### src/rtl/tile_draw_scheduler.sv
// Arbitrates two tile-draw requesters onto one 8x8 tile datapath; flash draws restore the base colour after a hold.
// Optional ROUND_ROBIN_EN: alternate on ties instead of fixed A-first priority.
module tile_draw_scheduler #(
   parameter int PIXELS      = 64,
   parameter int HOLD_CYCLES = 12500000,
   parameter int PW          = 6,
   parameter int HW          = 24
) (
   input  logic          clock,
   input  logic          reset,
   input  logic          req_a,
   input  logic [1:0]    tile_a,
   input  logic          flash_a,
   input  logic          req_b,
   input  logic [1:0]    tile_b,
   input  logic          flash_b,
   output logic          gnt_a,
   output logic          gnt_b,
   output logic          done_a,
   output logic          done_b,
   output logic          busy,
   output logic [1:0]    tile_num,
   output logic          ld_tile,
   output logic          ld_flash,
   output logic          writeEnable,
   output logic          counterEnable,
   output logic [PW-1:0] pixel_count,
   output logic [2:0]    dbg_state
);

   typedef enum logic [2:0] {
      S_IDLE  = 3'd0,
      S_LOAD  = 3'd1,
      S_DRAW  = 3'd2,
      S_HOLD  = 3'd3,
      S_RLOAD = 3'd4,
      S_RDRAW = 3'd5,
      S_DONE  = 3'd6
   } state_t;

   localparam logic [PW-1:0] PIX_LAST  = PW'(PIXELS - 1);
   localparam logic [HW-1:0] HOLD_LAST = HW'(HOLD_CYCLES - 1);

   state_t        state_q;
   logic          owner_b_q;
   logic          flash_q;
   logic [1:0]    tile_q;
   logic [PW-1:0] pixel_q;
   logic [HW-1:0] hold_q;
   logic          gnt_a_q, gnt_b_q, done_a_q, done_b_q;
   logic          busy_q, ld_tile_q, ld_flash_q, we_q;
   logic          pick_b;
   logic          sel_flash;

`ifdef ROUND_ROBIN_EN
   // Remembers whether B took the last grant; reset value lets A win first.
   logic rr_last_b_q;

   always_comb begin
      pick_b = req_b && (!req_a || !rr_last_b_q);
   end

   always_ff @(posedge clock) begin
      if (reset) begin
         rr_last_b_q <= 1'b1;
      end else if (state_q == S_IDLE && (req_a || req_b)) begin
         rr_last_b_q <= pick_b;
      end
   end
`else
   always_comb begin
      pick_b = req_b && !req_a;
   end
`endif

   always_comb begin
      sel_flash = pick_b ? flash_b : flash_a;
   end

   // Single-process Moore FSM; every output is a register set on state entry.
   always_ff @(posedge clock) begin
      if (reset) begin
         state_q    <= S_IDLE;
         owner_b_q  <= 1'b0;
         flash_q    <= 1'b0;
         tile_q     <= 2'd0;
         pixel_q    <= '0;
         hold_q     <= '0;
         gnt_a_q    <= 1'b0;
         gnt_b_q    <= 1'b0;
         done_a_q   <= 1'b0;
         done_b_q   <= 1'b0;
         busy_q     <= 1'b0;
         ld_tile_q  <= 1'b0;
         ld_flash_q <= 1'b0;
         we_q       <= 1'b0;
      end else begin
         gnt_a_q    <= 1'b0;
         gnt_b_q    <= 1'b0;
         done_a_q   <= 1'b0;
         done_b_q   <= 1'b0;
         ld_tile_q  <= 1'b0;
         ld_flash_q <= 1'b0;
         case (state_q)
            S_IDLE: begin
               if (req_a || req_b) begin
                  state_q    <= S_LOAD;
                  owner_b_q  <= pick_b;
                  tile_q     <= pick_b ? tile_b : tile_a;
                  flash_q    <= sel_flash;
                  gnt_a_q    <= !pick_b;
                  gnt_b_q    <= pick_b;
                  ld_flash_q <= sel_flash;
                  ld_tile_q  <= !sel_flash;
                  pixel_q    <= '0;
                  busy_q     <= 1'b1;
               end
            end
            S_LOAD: begin
               state_q <= S_DRAW;
               we_q    <= 1'b1;
            end
            S_DRAW: begin
               if (pixel_q == PIX_LAST) begin
                  we_q <= 1'b0;
                  if (flash_q) begin
                     state_q <= S_HOLD;
                     hold_q  <= '0;
                  end else begin
                     state_q  <= S_DONE;
                     done_a_q <= !owner_b_q;
                     done_b_q <= owner_b_q;
                  end
               end else begin
                  pixel_q <= pixel_q + 1'b1;
               end
            end
            S_HOLD: begin
               if (hold_q == HOLD_LAST) begin
                  state_q   <= S_RLOAD;
                  ld_tile_q <= 1'b1;
                  pixel_q   <= '0;
               end else begin
                  hold_q <= hold_q + 1'b1;
               end
            end
            S_RLOAD: begin
               state_q <= S_RDRAW;
               we_q    <= 1'b1;
            end
            S_RDRAW: begin
               if (pixel_q == PIX_LAST) begin
                  we_q     <= 1'b0;
                  state_q  <= S_DONE;
                  done_a_q <= !owner_b_q;
                  done_b_q <= owner_b_q;
               end else begin
                  pixel_q <= pixel_q + 1'b1;
               end
            end
            S_DONE: begin
               state_q <= S_IDLE;
               busy_q  <= 1'b0;
               pixel_q <= '0;
            end
            default: begin
               state_q <= S_IDLE;
               busy_q  <= 1'b0;
               we_q    <= 1'b0;
            end
         endcase
      end
   end

   assign gnt_a         = gnt_a_q;
   assign gnt_b         = gnt_b_q;
   assign done_a        = done_a_q;
   assign done_b        = done_b_q;
   assign busy          = busy_q;
   assign tile_num      = tile_q;
   assign ld_tile       = ld_tile_q;
   assign ld_flash      = ld_flash_q;
   assign writeEnable   = we_q;
   assign counterEnable = we_q;
   assign pixel_count   = pixel_q;
   assign dbg_state     = state_q;

endmodule

### config.mk
export PLATFORM = sky130hd
export DESIGN_NAME = tile_draw_scheduler
export DESIGN_NICKNAME = d
export VERILOG_FILES = /design/src/rtl/tile_draw_scheduler.sv
export SDC_FILE = /design/constraint.sdc
export NUM_CORES = 1
export LEC_CHECK = 0
export CORE_MARGIN = 2
export CORE_UTILIZATION = 45
export CTS_CLUSTER_DIAMETER = 100
export DETAILED_ROUTE_END_ITERATION = 16
export GPL_ROUTABILITY_DRIVEN = 0
export PLACE_DENSITY = 0.67
export RECOVER_POWER = 100
export SLEW_MARGIN = 10
export SYNTH_ARGS = -nofsm -noshare
export SYNTH_HDL_FRONTEND = slang
export SYNTH_SLANG_ARGS = --single-unit
### constraint.sdc
create_clock -name clock -period 4.52 [get_ports clock]
set_clock_uncertainty 0.05 [all_clocks]
set_input_delay 0.678 -clock clock [delete_from_list [all_inputs] [get_ports clock]]
set_output_delay 0.678 -clock clock [all_outputs]
set_load 0.02 [all_outputs]
After elaboration in Yosys (flattened, before gate mapping)

Index checks and enable logic that the tools add are counted.

Add/sub/neg operators: 2
Multiply operators: 0
Divide/modulo/power cells: 0
Magnitude comparators: 0
Equality and inequality tests: 16
Shifts and indexed selects: 0
Muxes and demuxes: 31
Bitwise operators: 4
Reductions and logical operators: 20

Operators by type and width:

| kind                                          | number |
|---|---|
| two-way mux 24 bit                            | 3 |
| one-hot mux 24 bit (2 select lines)           | 1 |
| adder 24 x 1 -> 24 bit, second input constant | 1 |
| == test 24 bit, second input constant         | 1 |
| one-hot mux 6 bit (4 select lines)            | 1 |
| two-way mux 6 bit                             | 3 |
| one-hot mux 3 bit (6 select lines)            | 1 |
| two-way mux 3 bit                             | 5 |
| inequality test 2 bit, second input constant  | 7 |
| AND reduction 4 bit                           | 3 |
| two-way mux 1 bit                             | 11 |
| == test 3 bit, second input constant          | 3 |
| one-hot mux 1 bit (2 select lines)            | 4 |
| adder 6 x 1 -> 6 bit, second input constant   | 1 |
| == test 3 x 2 -> 1 bit, second input constant | 2 |
| == test 6 bit, second input constant          | 1 |
| AND reduction 2 bit                           | 3 |
| OR reduction 3 bit                            | 2 |
| OR reduction 5 bit                            | 1 |
| logical NOT 1 bit                             | 4 |
| NOT 1 bit                                     | 4 |
| nonzero test 4 bit                            | 1 |
| OR reduction 2 bit                            | 2 |
| == test 3 x 1 -> 1 bit, second input constant | 1 |
| other kinds (7)                               | 7 |

Flip-flop bits (word level): 45
Bits in latches: 0
Memory bits (writable): 0
ROM bits: 0
Input bits: 10
Output and inout port bits: 20
Word-level logic and storage cells: 87
Memories kept: 0

Depth between registers and ports, before layout

Depth in word-level cells: 6
Depth in mapped cells: 7
Mapped depth without buffers: 6

Worst setup path after synthesis

OpenSTA, ideal clock, no wires.

Path kind: reg-to-reg
From: register hold_q[7]
To: register hold_q[11]
Library setup time: 0.101 ns
Arrival time: 2.186 ns
Data required time: 4.369 ns
Setup slack: 2.183 ns
Stages on the path, launching flop included: 8
Clock period less this slack: 2.337 ns
Cell sequence: dfxtp_1 -> buf_6 -> or4b_4 -> or4_4 -> o311ai_4 -> buf_6 -> o211ai_1 -> o41ai_1

Longest elaborated chain between the ends: 3

Ends and longest elaborated chain:

| item                                                                              | line     | source |
|---|---|---|
| from (decl)                                                                       | 49       | `logic [HW-1:0] hold_q;` |
| from (signal assigned)                                                            | 144      | `hold_q <= hold_q + 1'b1;` |
| adder 24 x 1 -> 24 bit / == test 24 bit (equally long branches)                   | 144, 139 |  |
| two-way mux 24 bit / inequality test 2 bit (equally long branches)                | -        |  |
| one-hot mux 24 bit (2 select lines) / AND reduction 4 bit (equally long branches) | -        |  |

Parallel ways exist; a longest one is shown, timed or not. The select of a mux whose other input is x is not followed.
A chain may end at the register's enable or synchronous reset.

Final worst setup path

From: register hold_q[7]
To: register hold_q[15]

The elaborated chain is that of the path after synthesis.

==> run metrics <==
final hold vios 0; crit start category flip-flop; CTS root buffer clkbuf_8; average wire per standard cell 14.62 µm; first-pass GRT wire length 9.784 mm; RSZ-0062 raised after global routing false; Top Usage Layer GRT met2; sequential share of the synthesized area 37.60%; final core utilization 54.63%; Die W 76.97 µm; Core Rows 26; I/O pin count 30; final antenna-violating net count 0; CP arrival 3640 ps; Overflow after GRT 0; PD cells 313.6 nW/µm²; Min-Delay Path Class flip-flop to flip-flop; Slew Limit Fails 23; Primary FF master, synth dfxtp_1; Die Y 76.97 µm; top post-synthesis cells by area dfxtp_1, a21oi_1, nand2_1, nand3_1, nor2_1; Clock Sink Count 45; Core ar. 5107 µm²; Setup TNS 0 ps; FF+latch count, synth 45; drt via density 5.849; Max VDD drop 161.7 µV; setup bufs post-CTS 0; H-tree depth 2; Synth top area share 37.60%; Achievable Freq 0.2892 GHz; cts hold-fix bufs 0; EDFF count, synth 0; Remaining DRCs 0; failing checks capacitance limit, slew limit; layout cells sized above 1 5.714%; Mapped Area 2396 µm²; leak pwr 0.9339 nW; Clock Latency Late Sink 310 ps; Post-DP HPWL 3.833 mm; max-cap viol count 1; worst reg-to-reg setup slack 1060 ps; TritonCTS Buffers 5; r2r startpoint hold_q[7]; run status finished, violations left; drt total wl 5.629 mm; largest net degree at the start of global routing 34; worst reg2reg endpoint hold_q[15]; Worst EP required 4700 ps; M3 GR Usage 4.118%; starting density of the core 46.91%; vias in the first global route 2026; Critical Path Sink Type flip-flop; Vias 2252; Crit Path Category flip-flop to flip-flop; total track usage 20.13%; Min-Delay Endpoint done_a; Avg Inst Size Synth 8.234 µm²; area growth from synthesis to layout 16.45%; period utilization 76.49%; TritonCTS clock tree yes; Post-Syn Instances 291; FF-to-FF path depth 5; GR Util met2 30.96%; actual slew at the worst max-slew pin 1527 ps; syn_nets 303; Yosys cell types 56; maximum clock insertion buffer count 2; Hold Path Cell Cnt 1; Iter 0 DRT Violations 142; CP max FO 22; initial antenna violation count 0; post_cts resized 0; Tot Pwr 875.0 µW; DR pass1 iterations 5; Hold Startpoint owner_b_q; met1 Track Usage GR 27.88%; Slew HR -1.981%; area of the die 5924 µm²; Yosys top cell by area dfxtp_1; post-layout min period 3457 ps; clock-pin slew on the worst setup and hold paths 90 ps; Antenna Cells 0; Final setup viols 0; ys async rst share 0%; final net count 326; number of port buffers 29; Ys Warns 0
-- metrics by stage --
stage | worst slack, ps | area (µm²) | std cells | hold slack (ps)
global route | 781.0 | 2790 | 385 | 439.7
detailed placement | 1647 | 2696 | 377 | 387.7
floorplan | 2183 | 2396 | 291 | 363.1
finish | 1063 | 2790 | 385 | 401.8
CTS | 1628 | 2811 | 385 | 401.2
global placement | 1667 | 2696 | 377 | 379.1
-- power breakdown --
group	total, mW	internal [mW]	switching (mW)
Clock	0.310	0.165	0.144
Sequential	0.424	0.410	0.0136
Combinational	0.142	0.0541	0.0876
Total	0.875	0.630	0.245
-- layer usage --
metal / share of wire, % / vias to the layer above
met1: 50 / 1043
met3: 4.2 / 6
met4: 1.5 / 0
li1: - / 1156
met5: 0 / -
met2: 44 / 47
-- area by class of cell --
| cell class | count | area, µm² |
|---|---|---|
| repair buffers | 32 | 309.0 |
| multi-input cells | 223 | 1351 |
| clock inverters | 3 | 46.29 |
| well taps | 70 | 87.58 |
| inverters | 7 | 26.28 |
| fillers | 491 | 2317 |
| flip-flops and latches | 45 | 900.9 |
| clock buffers | 5 | 68.82 |
-- cell usage in the layout (no fill, tap or decap), types with 3 or more instances in the layout --
master	n
nor3_1	7
or4_1	8
nand4_1	8
dfxtp_1	45
dlygate4sd3_1	20
o32ai_1	4
nand3_1	21
nor4_1	4
mux2i_1	5
inv_1	5
a31oi_1	3
a211oi_1	4
clkbuf_8	5
nor2_1	24
and2_1	3
o21ai_0	14
and3_1	5
o31ai_1	5
a311oi_1	4
or3_1	7
clkdlybuf4s50_1	9
a21oi_1	22
nand2_1	28
o211ai_1	9
nand2b_1	4
-- cell usage after synthesis, types with 3 or more instances --
cell,count
dfxtp_1,45
nand2_1,28
nor2_1,24
a21oi_1,22
nand3_1,21
o211ai_1,9
o21ai_0,9
nand4_1,8
nor3_1,7
or3_1,7
or4_1,7
clkbuf_1,6
and3_1,5
buf_2,5
inv_1,5
mux2i_1,5
o21ai_1,5
o31ai_1,5
a211oi_1,4
a311oi_1,4
buf_6,4
nand2b_1,4
nor4_1,4
o32ai_1,4
a31oi_1,3
and2_1,3
-- state kept, by name, indices dropped and copies added (netlist names), 2 cells and up --
signal / count
pixel_count: 6
hold_q: 24
dbg_state: 3
tile_num: 2
-- critical path, stage by stage (launching register included) --
cell      delay (ps)
dfxtp_1          380
or4b_1           610
or4_1            620
o311ai_2        1270
o21ai_0          240
o22ai_1          200
-- worst max path at each step --
stage / start / slack (ps) / endpoint / cells after the start
after floorplan: hold_q[7] / 2180 / hold_q[11] / 7
after global placement: hold_q[7] / 1670 / hold_q[15] / 5
after detailed placement: hold_q[7] / 1650 / hold_q[15] / 5
after CTS: hold_q[7] / 1630 / hold_q[15] / 5
after global routing: hold_q[7] / 780 / hold_q[15] / 5
final: hold_q[7] / 1060 / hold_q[15] / 5
-- cells by family after synthesis --
logic type	synth area share, %
simple gates	29.56
compound gates	24.44
flops	37.60
buf+inv	5.274
mux	2.089
fa+ha+maj	1.044
(Power assumes the default switching activity.)
